==> src/rtl/mc_control_unit_pkg.sv <==
// mc_control_unit_pkg: shared state, opcode, alu_op and instruction-class types for the multi-cycle controller
package ctrl_pkg;
    typedef enum logic [2:0] {S_FETCH, S_DECODE, S_EXEC, S_MEM, S_WB, S_HALT, S_FAULT} state_t;
    localparam logic [3:0] OP_LW   = 4'b0000;
    localparam logic [3:0] OP_SW   = 4'b0001;
    localparam logic [3:0] OP_R    = 4'b0010;
    localparam logic [3:0] OP_ADDI = 4'b0011;
    localparam logic [3:0] OP_BEQ  = 4'b0100;
    localparam logic [3:0] OP_BNE  = 4'b0101;
    localparam logic [3:0] OP_J    = 4'b0110;
    localparam logic [3:0] OP_HALT = 4'b1111;
    localparam logic [1:0] ALUOP_ADD   = 2'b00;
    localparam logic [1:0] ALUOP_SUB   = 2'b01;
    localparam logic [1:0] ALUOP_FUNCT = 2'b10;
    typedef struct packed {
        logic load;
        logic store;
        logic rtype;
        logic addi;
        logic branch_eq;
        logic branch_ne;
        logic jump;
        logic halt;
        logic illegal;
    } cls_t;
endpackage

==> src/rtl/mc_control_unit_if.sv <==
// mc_control_unit_if: controller <-> datapath bundle
//   master (controller): in opcode, mem_ack; out ir_load, pc_en, datapath controls, alu_op,
//                        retire_cnt[CNT_W], illegal, fault, halted
//   slave  (datapath/bench): the mirror image
interface mc_control_unit_if #(parameter int CNT_W = 16);
    logic [3:0]       opcode;
    logic             mem_ack;
    logic             ir_load;
    logic             pc_en;
    logic             reg_dst;
    logic             alu_src;
    logic             mem_to_reg;
    logic             reg_write;
    logic             mem_read;
    logic             mem_write;
    logic             beq;
    logic             bne;
    logic             jump;
    logic [1:0]       alu_op;
    logic [CNT_W-1:0] retire_cnt;
    logic             illegal;
    logic             fault;
    logic             halted;
    modport master (
        input  opcode, mem_ack,
        output ir_load, pc_en, reg_dst, alu_src, mem_to_reg, reg_write, mem_read, mem_write,
               beq, bne, jump, alu_op, retire_cnt, illegal, fault, halted
    );
    modport slave (
        output opcode, mem_ack,
        input  ir_load, pc_en, reg_dst, alu_src, mem_to_reg, reg_write, mem_read, mem_write,
               beq, bne, jump, alu_op, retire_cnt, illegal, fault, halted
    );
endinterface

==> src/rtl/mc_control_unit_decode.sv <==
// ctrl_decode: registered opcode -> instruction class; macro CTRL_BNE_EN enables 0101 as BNE
//   in  op[4]   registered opcode
//   out cls     one-hot instruction class (illegal when nothing else matches)
module ctrl_decode
    import ctrl_pkg::*;
(
    input  logic [3:0] op,
    output cls_t       cls
);
    assign cls.load      = op == OP_LW;
    assign cls.store     = op == OP_SW;
    assign cls.rtype     = op == OP_R;
    assign cls.addi      = op == OP_ADDI;
    assign cls.branch_eq = op == OP_BEQ;
`ifdef CTRL_BNE_EN
    assign cls.branch_ne = op == OP_BNE;
`else
    assign cls.branch_ne = 1'b0;
`endif
    assign cls.jump      = op == OP_J;
    assign cls.halt      = op == OP_HALT;
    assign cls.illegal   = !(cls.load | cls.store | cls.rtype | cls.addi | cls.branch_eq |
                             cls.branch_ne | cls.jump | cls.halt);
endmodule

==> src/rtl/mc_control_unit.sv <==
// mc_control_unit: multi-cycle FETCH/DECODE/EXEC/MEM/WB sequencer with MEM timeout and retire counter
//   clk, rst  clock, synchronous active-high reset
//   bus       mc_control_unit_if.master (opcode/mem_ack in, strobes and status out)
//   MEM_TIMEOUT  MEM cycles without mem_ack before FAULT (1..255); CNT_W retire counter width
//   CTRL_BNE_EN  when defined, opcode 0101 decodes as BNE; otherwise it is illegal
module mc_control_unit
    import ctrl_pkg::*;
#(
    parameter int MEM_TIMEOUT = 15,
    parameter int CNT_W       = 16
) (
    input logic               clk,
    input logic               rst,
    mc_control_unit_if.master bus
);
    state_t           state, nxt;
    logic [3:0]       opcode_q;
    logic [7:0]       wait_cnt;
    logic [CNT_W-1:0] cnt;
    logic             illegal_q;
    cls_t             c;
    logic             ir_load, pc_en, reg_dst, alu_src, mem_to_reg, reg_write;
    logic             mem_read, mem_write, beq, bne, jump;
    logic [1:0]       alu_op;
    logic             timeout;

    ctrl_decode u_dec (.op(opcode_q), .cls(c));

    // wait_cnt holds the number of MEM cycles already completed, so the last allowed cycle is MEM_TIMEOUT-1
    assign timeout = wait_cnt == 8'(MEM_TIMEOUT - 1);

    always_ff @(posedge clk) begin
        if (rst) begin
            state     <= S_FETCH;
            opcode_q  <= 4'b0;
            wait_cnt  <= 8'b0;
            cnt       <= '0;
            illegal_q <= 1'b0;
        end else begin
            state     <= nxt;
            opcode_q  <= state == S_FETCH ? bus.opcode : opcode_q;
            wait_cnt  <= state == S_MEM ? wait_cnt + 8'd1 : 8'd0;
            cnt       <= pc_en ? cnt + 1'b1 : cnt;
            illegal_q <= illegal_q | (state == S_DECODE && c.illegal);
        end
    end

    always_comb begin
        nxt        = state;
        ir_load    = 1'b0;
        pc_en      = 1'b0;
        reg_dst    = 1'b0;
        alu_src    = 1'b0;
        mem_to_reg = 1'b0;
        reg_write  = 1'b0;
        mem_read   = 1'b0;
        mem_write  = 1'b0;
        beq        = 1'b0;
        bne        = 1'b0;
        jump       = 1'b0;
        alu_op     = ALUOP_ADD;
        case (state)
            S_FETCH: begin
                ir_load = 1'b1;
                nxt     = S_DECODE;
            end
            S_DECODE: begin
                pc_en = c.illegal;
                nxt   = c.halt ? S_HALT : c.illegal ? S_FETCH : S_EXEC;
            end
            S_EXEC: begin
                alu_src = c.load | c.store | c.addi;
                reg_dst = c.rtype;
                alu_op  = c.rtype ? ALUOP_FUNCT : (c.branch_eq | c.branch_ne) ? ALUOP_SUB : ALUOP_ADD;
                beq     = c.branch_eq;
                bne     = c.branch_ne;
                jump    = c.jump;
                pc_en   = c.branch_eq | c.branch_ne | c.jump;
                nxt     = pc_en ? S_FETCH : (c.load | c.store) ? S_MEM : S_WB;
            end
            S_MEM: begin
                alu_src   = 1'b1;
                mem_read  = c.load;
                mem_write = c.store;
                // a store completes in MEM itself, so its PC strobe follows the acknowledge
                pc_en     = c.store & bus.mem_ack;
                nxt       = bus.mem_ack ? (c.load ? S_WB : S_FETCH) : timeout ? S_FAULT : S_MEM;
            end
            S_WB: begin
                reg_write  = 1'b1;
                pc_en      = 1'b1;
                reg_dst    = c.rtype;
                mem_to_reg = c.load;
                alu_src    = c.load | c.addi;
                alu_op     = c.rtype ? ALUOP_FUNCT : ALUOP_ADD;
                nxt        = S_FETCH;
            end
            default: nxt = state;
        endcase
    end

    // every output is forced low while reset is asserted, including the first reset cycle
    assign bus.ir_load    = ir_load & ~rst;
    assign bus.pc_en      = pc_en & ~rst;
    assign bus.reg_dst    = reg_dst & ~rst;
    assign bus.alu_src    = alu_src & ~rst;
    assign bus.mem_to_reg = mem_to_reg & ~rst;
    assign bus.reg_write  = reg_write & ~rst;
    assign bus.mem_read   = mem_read & ~rst;
    assign bus.mem_write  = mem_write & ~rst;
    assign bus.beq        = beq & ~rst;
    assign bus.bne        = bne & ~rst;
    assign bus.jump       = jump & ~rst;
    assign bus.alu_op     = rst ? 2'b00 : alu_op;
    assign bus.retire_cnt = rst ? '0 : cnt;
    assign bus.illegal    = illegal_q & ~rst;
    assign bus.fault      = state == S_FAULT && !rst;
    assign bus.halted     = state == S_HALT && !rst;
endmodule

==> src/flat_wrapper.sv <==
// flat-port wrapper written by rule: the top's interface ports become plain ports
module mc_control_unit_flat import ctrl_pkg::*;
#(
    parameter int MEM_TIMEOUT = 15,
    parameter int CNT_W       = 16
)
  (clk, rst, bus_opcode, bus_mem_ack, bus_ir_load, bus_pc_en, bus_reg_dst, bus_alu_src, bus_mem_to_reg, bus_reg_write, bus_mem_read, bus_mem_write, bus_beq, bus_bne, bus_jump, bus_alu_op, bus_retire_cnt, bus_illegal, bus_fault, bus_halted);
  mc_control_unit_if #(.CNT_W(CNT_W)) bus_i ();
  input logic clk;
  input logic rst;
  input wire logic [$bits(bus_i.opcode)-1:0] bus_opcode;
  input wire logic [$bits(bus_i.mem_ack)-1:0] bus_mem_ack;
  output wire logic [$bits(bus_i.ir_load)-1:0] bus_ir_load;
  output wire logic [$bits(bus_i.pc_en)-1:0] bus_pc_en;
  output wire logic [$bits(bus_i.reg_dst)-1:0] bus_reg_dst;
  output wire logic [$bits(bus_i.alu_src)-1:0] bus_alu_src;
  output wire logic [$bits(bus_i.mem_to_reg)-1:0] bus_mem_to_reg;
  output wire logic [$bits(bus_i.reg_write)-1:0] bus_reg_write;
  output wire logic [$bits(bus_i.mem_read)-1:0] bus_mem_read;
  output wire logic [$bits(bus_i.mem_write)-1:0] bus_mem_write;
  output wire logic [$bits(bus_i.beq)-1:0] bus_beq;
  output wire logic [$bits(bus_i.bne)-1:0] bus_bne;
  output wire logic [$bits(bus_i.jump)-1:0] bus_jump;
  output wire logic [$bits(bus_i.alu_op)-1:0] bus_alu_op;
  output wire logic [$bits(bus_i.retire_cnt)-1:0] bus_retire_cnt;
  output wire logic [$bits(bus_i.illegal)-1:0] bus_illegal;
  output wire logic [$bits(bus_i.fault)-1:0] bus_fault;
  output wire logic [$bits(bus_i.halted)-1:0] bus_halted;
  assign bus_i.opcode = bus_opcode;
  assign bus_i.mem_ack = bus_mem_ack;
  assign bus_ir_load = bus_i.ir_load;
  assign bus_pc_en = bus_i.pc_en;
  assign bus_reg_dst = bus_i.reg_dst;
  assign bus_alu_src = bus_i.alu_src;
  assign bus_mem_to_reg = bus_i.mem_to_reg;
  assign bus_reg_write = bus_i.reg_write;
  assign bus_mem_read = bus_i.mem_read;
  assign bus_mem_write = bus_i.mem_write;
  assign bus_beq = bus_i.beq;
  assign bus_bne = bus_i.bne;
  assign bus_jump = bus_i.jump;
  assign bus_alu_op = bus_i.alu_op;
  assign bus_retire_cnt = bus_i.retire_cnt;
  assign bus_illegal = bus_i.illegal;
  assign bus_fault = bus_i.fault;
  assign bus_halted = bus_i.halted;
  mc_control_unit #(.MEM_TIMEOUT(MEM_TIMEOUT), .CNT_W(CNT_W)) u_core (.clk(clk), .rst(rst), .bus(bus_i));
endmodule
==> config.mk <==
export PLATFORM = sky130hd
export DESIGN_NAME = mc_control_unit_flat
export DESIGN_NICKNAME = d
export VERILOG_FILES = /design/src/rtl/mc_control_unit_pkg.sv /design/src/rtl/mc_control_unit_if.sv /design/src/rtl/mc_control_unit_decode.sv /design/src/rtl/mc_control_unit.sv /design/src/flat_wrapper.sv
export SDC_FILE = /design/constraint.sdc
export NUM_CORES = 1
export LEC_CHECK = 0
export ABC_AREA = 1
export CAP_MARGIN = 20
export CORE_ASPECT_RATIO = 2
export CORE_MARGIN = 2
export CORE_UTILIZATION = 50
export CTS_BUF_LIST = sky130_fd_sc_hd__clkbuf_8
export DETAILED_ROUTE_END_ITERATION = 6
export GPL_ROUTABILITY_DRIVEN = 0
export PLACE_DENSITY = 0.83
export RECOVER_POWER = 100
export SYNTH_ARGS = -nofsm -noshare
export SYNTH_HDL_FRONTEND = slang
export SYNTH_HIERARCHICAL = 1
export SYNTH_SLANG_ARGS = --single-unit
==> constraint.sdc <==
create_clock -name clk -period 2.09 [get_ports clk]
set_clock_uncertainty 0.05 [all_clocks]
set_input_delay 0.209 -clock clk [delete_from_list [all_inputs] [get_ports clk]]
set_output_delay 0.209 -clock clk [all_outputs]
set_load 0.005 [all_outputs]
== Word-level counts from Yosys, hierarchy flattened ==
Index checks and enable logic that the tools add are counted.

* Bitwise logic cells: 24
* Add/subtract/negate cells: 2
* Reductions and logical operators: 10
* Equality and inequality tests: 13
* Mux-type cells: 24

{| class="wikitable"
|+ Operators with widths
! kind !! number
|-
| $mux 3 || 6
|-
| $add 16x1->16 const B || 1
|-
| $mux 16 || 1
|-
| $pmux 3 s5 || 1
|-
| $and 1x1->1 || 12
|-
| $or 1x1->1 || 10
|-
| $eq 3x3->1 const B || 3
|-
| $mux 1 || 9
|-
| $add 8x1->8 const B || 1
|-
| $eq 4x2->1 const B || 2
|-
| $eq 4x3->1 const B || 2
|-
| $eq 8x4->1 const B || 1
|-
| $mux 2 || 4
|-
| $eq 3x2->1 const B || 2
|-
| $reduce_bool 5->1 || 1
|-
| $eq 4x1->1 const B || 1
|-
| $eq 4x4->1 const B || 1
|-
| $logic_not 4->1 || 1
|-
| $pmux 1 s4 || 1
|-
| $pmux 2 s2 || 1
|-
| $reduce_or 2->1 || 2
|-
| $eq 3x1->1 const B || 1
|-
| $logic_and 1x1->1 || 3
|-
| $logic_not 3->1 || 1
|-
| 3 further kinds || 5
|}

* Bits in registers: 32
* Word-level logic and storage cells: 78
* Bits of input ports: 7
* Output and inout port bits: 32

== Logic depth before layout (Yosys ltp) ==
* Depth in word-level cells: 10
* Gate-level depth with buffers: 12
* Mapped depth without buffers: 12

== Hierarchy ==
Netlist, hierarchy kept.

{| class="wikitable"
|+ Modules (own cells, without submodules)
! module !! instances !! cells each !! seq. area each (µm²) !! area each (µm²)
|-
| mc_control_unit || 1 || 315 || 640.6 || 2,063.2
|-
| ctrl_decode || 1 || 21 || 0.0 || 101.3
|}

== Worst setup path before layout ==
No wires, ideal clock.

* Path kind: register to register
* From: register u_core.opcode_q[0]
* To: register u_core.cnt[5]
* Library setup time: 0.138 ns
* Clock period less this slack: 1.493 ns
* Path slack: 0.597 ns
* Path buffers: 1
* Data arrival time: 1.305 ns
* Stages on the path, launching flop included: 13
* Required time: 1.902 ns
* Cells stage by stage: dfxtp_1 inv_1 nand2_1 nor2_1 inv_1 nand3_1 nand2_2 nand2_4 nor2_8 inv_6 buf_12 nand2_4 a21oi_2

{| class="wikitable"
|+ RTL lines
! item !! line !! RTL
|-
| from (decl) || mc_control_unit.sv:17 || <nowiki>logic [3:0] opcode_q;</nowiki>
|-
| from (signal assigned) || mc_control_unit.sv:41 || <nowiki>opcode_q <= state == S_FETCH ? bus.opcode : opcode_q;</nowiki>
|-
| to (signal assigned) || mc_control_unit.sv:43 || <nowiki>cnt <= pc_en ? cnt + 1'b1 : cnt;</nowiki>
|-
| to (decl) || mc_control_unit.sv:19 || <nowiki>logic [CNT_W-1:0] cnt;</nowiki>
|}

==> flow_summary_export.csv <==
group,metric,value,unit
synth,seq_area_frac_synth,29.6,%
global_route,grt.overflow.total,0,
final_layout,antenna_cells,0,
place,dp_hpwl,3860,um
place,placed_area,0.00262,sq mm
routing,drtPass1Iterations,5,
final_layout,final_nets,395,
global_route,grt_first_pass_wirelength,8800,um
setup_path,cp_top_family,"buffers and inverters",
setup_path,path_class,"flip-flop to output port",
setup_path,required,1.83,ns
timing,period_share,96.2,%
routing,ant_nets,0,
power,power_frac_comb,31.0,%
timing,max_freq,0.497,GHz
final_layout,drive_above_1_share,19.7,%
setup_path,path_cells,"or2_4 > nor2_2 > inv_1 > nor2_1 > clkdlybuf4s50_1",
job,drv_cap,0,
routing,vias_per_cell,5.10,
final_layout,syn2layout_area_growth,29.1,%
setup_path,cp.arrival,1.75,ns
clocking,clockBufferDepth,2,
clocking,htree_levels,2,
synth,syn_avg_cell_area,6.44,sq um
floorplan,dieArea,0.00490,sq mm
timing,final.min_clock_period,2.01,ns
timing,finalHoldViolations,0,
power,seqPwrFrac,37.5,%
timing,maxSlewViolCount,0,
routing,vias,2232,
power,power_density,676,mW/mm^2
power,net-switching-power,661,uW
timing,setup_viol,0,
setup_path,cp_slowest_stage_delay,0.50,ns
clocking,clkLatencyLatePin,0.28,ns
timing,rsz0062_at_grt,"yes",
final_layout,post-route-util,67.7,%
run_status,outcome,"finished, final reports clean",
setup_path,startpoint_type,"flip-flop",
floorplan,pin_count,39,
power,p_leak,1.18,nW
power,swShare,35.0,%
synth,synth_area,0.00216,sq mm
clocking,cts-root-buf,"clkbuf_8",
floorplan,coreArea,0.00413,sq mm
synth,ys_types,33,
routing,drt_iter0_markers,58,
clocking,postCtsHoldBufs,0,
global_route,grt.total_usage,22.8,%
global_route,antenna_found_initial,0,
routing,wl_per_cell,11.9,um
setup_path,crit_buf_inv,2,
clocking,clock-sinks,32,
setup_path,setup.worst_path.end_class,"output port",
routing,drc,0,
floorplan,die_h,97.1,um
global_route,grt_max_degree,25,
synth,ys.warnings.count,6,
setup_path,path_max_fanout,5,
setup_path,cpMaxStageDelayCell,"clkdlybuf4s50_1",
floorplan,floorplan.initialDensity,52.4,%
synth,synth_seq_cells,32,
global_route,grt_pass1_vias,2183,
synth,synthCells,336,
floorplan,num_rows,33,
power,p_int,1.23,mW
routing,drt_wl_total,5210,um
place,port_buffers,37,
floorplan,die_width,50.5,um
clocking,numCtsBuffers,5,
clocking,cts_tree,"built",
final_layout,stdcell_area,0.00280,sq mm
clocking,clk_pin_slew_worst_paths,0.07,ns
power,p_clk_share,31.5,%
hold_path,min_path_type,"input port to flip-flop",
synth,syn_nets,346,
power,ir_worst_vdd,0.000575,V
==> flip-flops by register name (all words and copies together) (netlist names) <==
signal            flops
u_core/state          3
u_core/wait_cnt       8
u_core/illegal_q      1
u_core/cnt           16
u_core/opcode_q       4
==> final timing paths <==
| kind | start | endpoint | slack, ns | cells after the start |
|---|---|---|---|---|
| max reg2reg | u_core/opcode_q[2] | u_core/cnt[4] | 0.38 | 12 |
| min reg2reg | u_core/wait_cnt[0] | u_core/wait_cnt[0] | 0.42 | 1 |
| max | u_core/opcode_q[3] | bus_alu_op[1] | 0.08 | 5 |
| min | bus_opcode[0] | u_core/opcode_q[0] | 0.40 | 3 |
==> final cells by class <==
cell class | count | area, sq um
Inverter | 43 | 166
Timing Repair Buffer | 50 | 469
Clock inverter | 3 | 42.5
Tap cell | 52 | 65.1
Multi-Input combinational cell | 253 | 1340
Fill cell | 371 | 1330
Clock buffer | 5 | 68.8
Sequential cell | 32 | 648
==> routing by layer <==
| layer | vias up | track usage [%] | part of all wire [%] |
|---|---|---|---|
| met5 | - | 0 | 0 |
| met4 | 0 | 14.6 | 4.4 |
| met3 | 22 | 2.62 | 3.5 |
| met2 | 64 | 43.2 | 55 |
| met1 | 1008 | 21.8 | 37 |
| li1 | 1138 | - | - |
==> worst min-delay path, delay by kind of cell <==
family / cells / cell delay [ns]
simple gates: 2 / 0.10
buf+inv: 1 / 0.39
==> synth_stat cells <==
library cell   n  share of area, %
clkbuf_1       3              0.52
nand2_4       13               6.8
dfxtp_1       32                30
nand2_1       88                15
a21oi_1       14               3.2
nor2_2         8               2.3
conb_1         1              0.17
nand3_2        1              0.46
nor3b_1        1              0.35
nor2_1        69                12
nand2_2        1              0.29
o21ai_0        7               1.6
ha_1           3               1.7
a211oi_1       1              0.35
clkinv_1       1              0.17
buf_12         1              0.92
inv_2          2              0.35
nand4_1        6               1.7
a2111oi_0      1              0.40
buf_4          2              0.69
inv_6          1              0.40
a31oi_1        2              0.58
inv_1         39               6.8
a21boi_0       1              0.35
or2_4          1              0.40
buf_6          1              0.52
nor3_1         2              0.46
xor2_1         6               2.4
o21bai_1       1              0.35
buf_2          1              0.23
a21oi_2       11               4.5
nand3_1       14               3.2
nor2_8         1              0.92
==> per-stage QoR <==
step / hold WS, ns / worst slack, ns / cells / total power [mW] / TNS (ns)
6_report: 0.404 / 0.0795 / 438 / 1.89 / 0
5_1_grt: 0.434 / -0.0347 / 438 / 1.99 / -0.0686
4_1_cts: 0.399 / 0.0142 / 438 / 1.88 / 0
3_5_place_dp: 0.406 / -0.0215 / 428 / 1.26 / -0.0215
3_3_place_gp: 0.396 / 0.0464 / 428 / 1.25 / 0
2_1_floorplan: 0.262 / 0.597 / 336 / 1.11 / 0
==> layout by cell type (no fill, tap or decap), types with 6 or more instances in the layout <==
cell type / netlist / routed
nor2_1: 69 / 64
nand2_4: 13 / 13
a21oi_1: 14 / 13
a21oi_2: 11 / 12
inv_1: 39 / 38
o21ai_0: 7 / 7
nand4_1: 6 / 6
dfxtp_1: 32 / 26
xor2_1: 6 / 6
buf_4: 2 / 12
clkdlybuf4s50_1: 0 / 32
nand3_1: 14 / 13
nor2_2: 8 / 11
dfxtp_2: 0 / 6
nand2_1: 88 / 87
==> power by group through the flow <==
stage          clock (mW)  combinational, mW  sequential (mW)
2_1_floorplan           0              0.412            0.703
3_3_place_gp            0              0.536            0.711
3_5_place_dp            0              0.545            0.713
4_1_cts             0.611              0.571            0.702
5_1_grt             0.641              0.636            0.713
6_report            0.595              0.585            0.709
==> timing repair <==
action | CTS | global route
pin swaps | 2 | 0
resized for setup | 16 | 9
setup endpoints to repair | 7 | 9
buffers inserted | 2 | 0
==> cell families after synthesis <==
group / after synthesis / synth area share [%]
and+or+nand+nor: 205 / 44.2
buffers and inverters: 51 / 10.6
AOI/OAI and AO/OA: 38 / 11.3
DFF: 32 / 29.6
xor gates and xnor gates: 6 / 2.43
adders and majority gates: 3 / 1.73
other: 1 / 0.173
(Power assumes the default switching activity.)
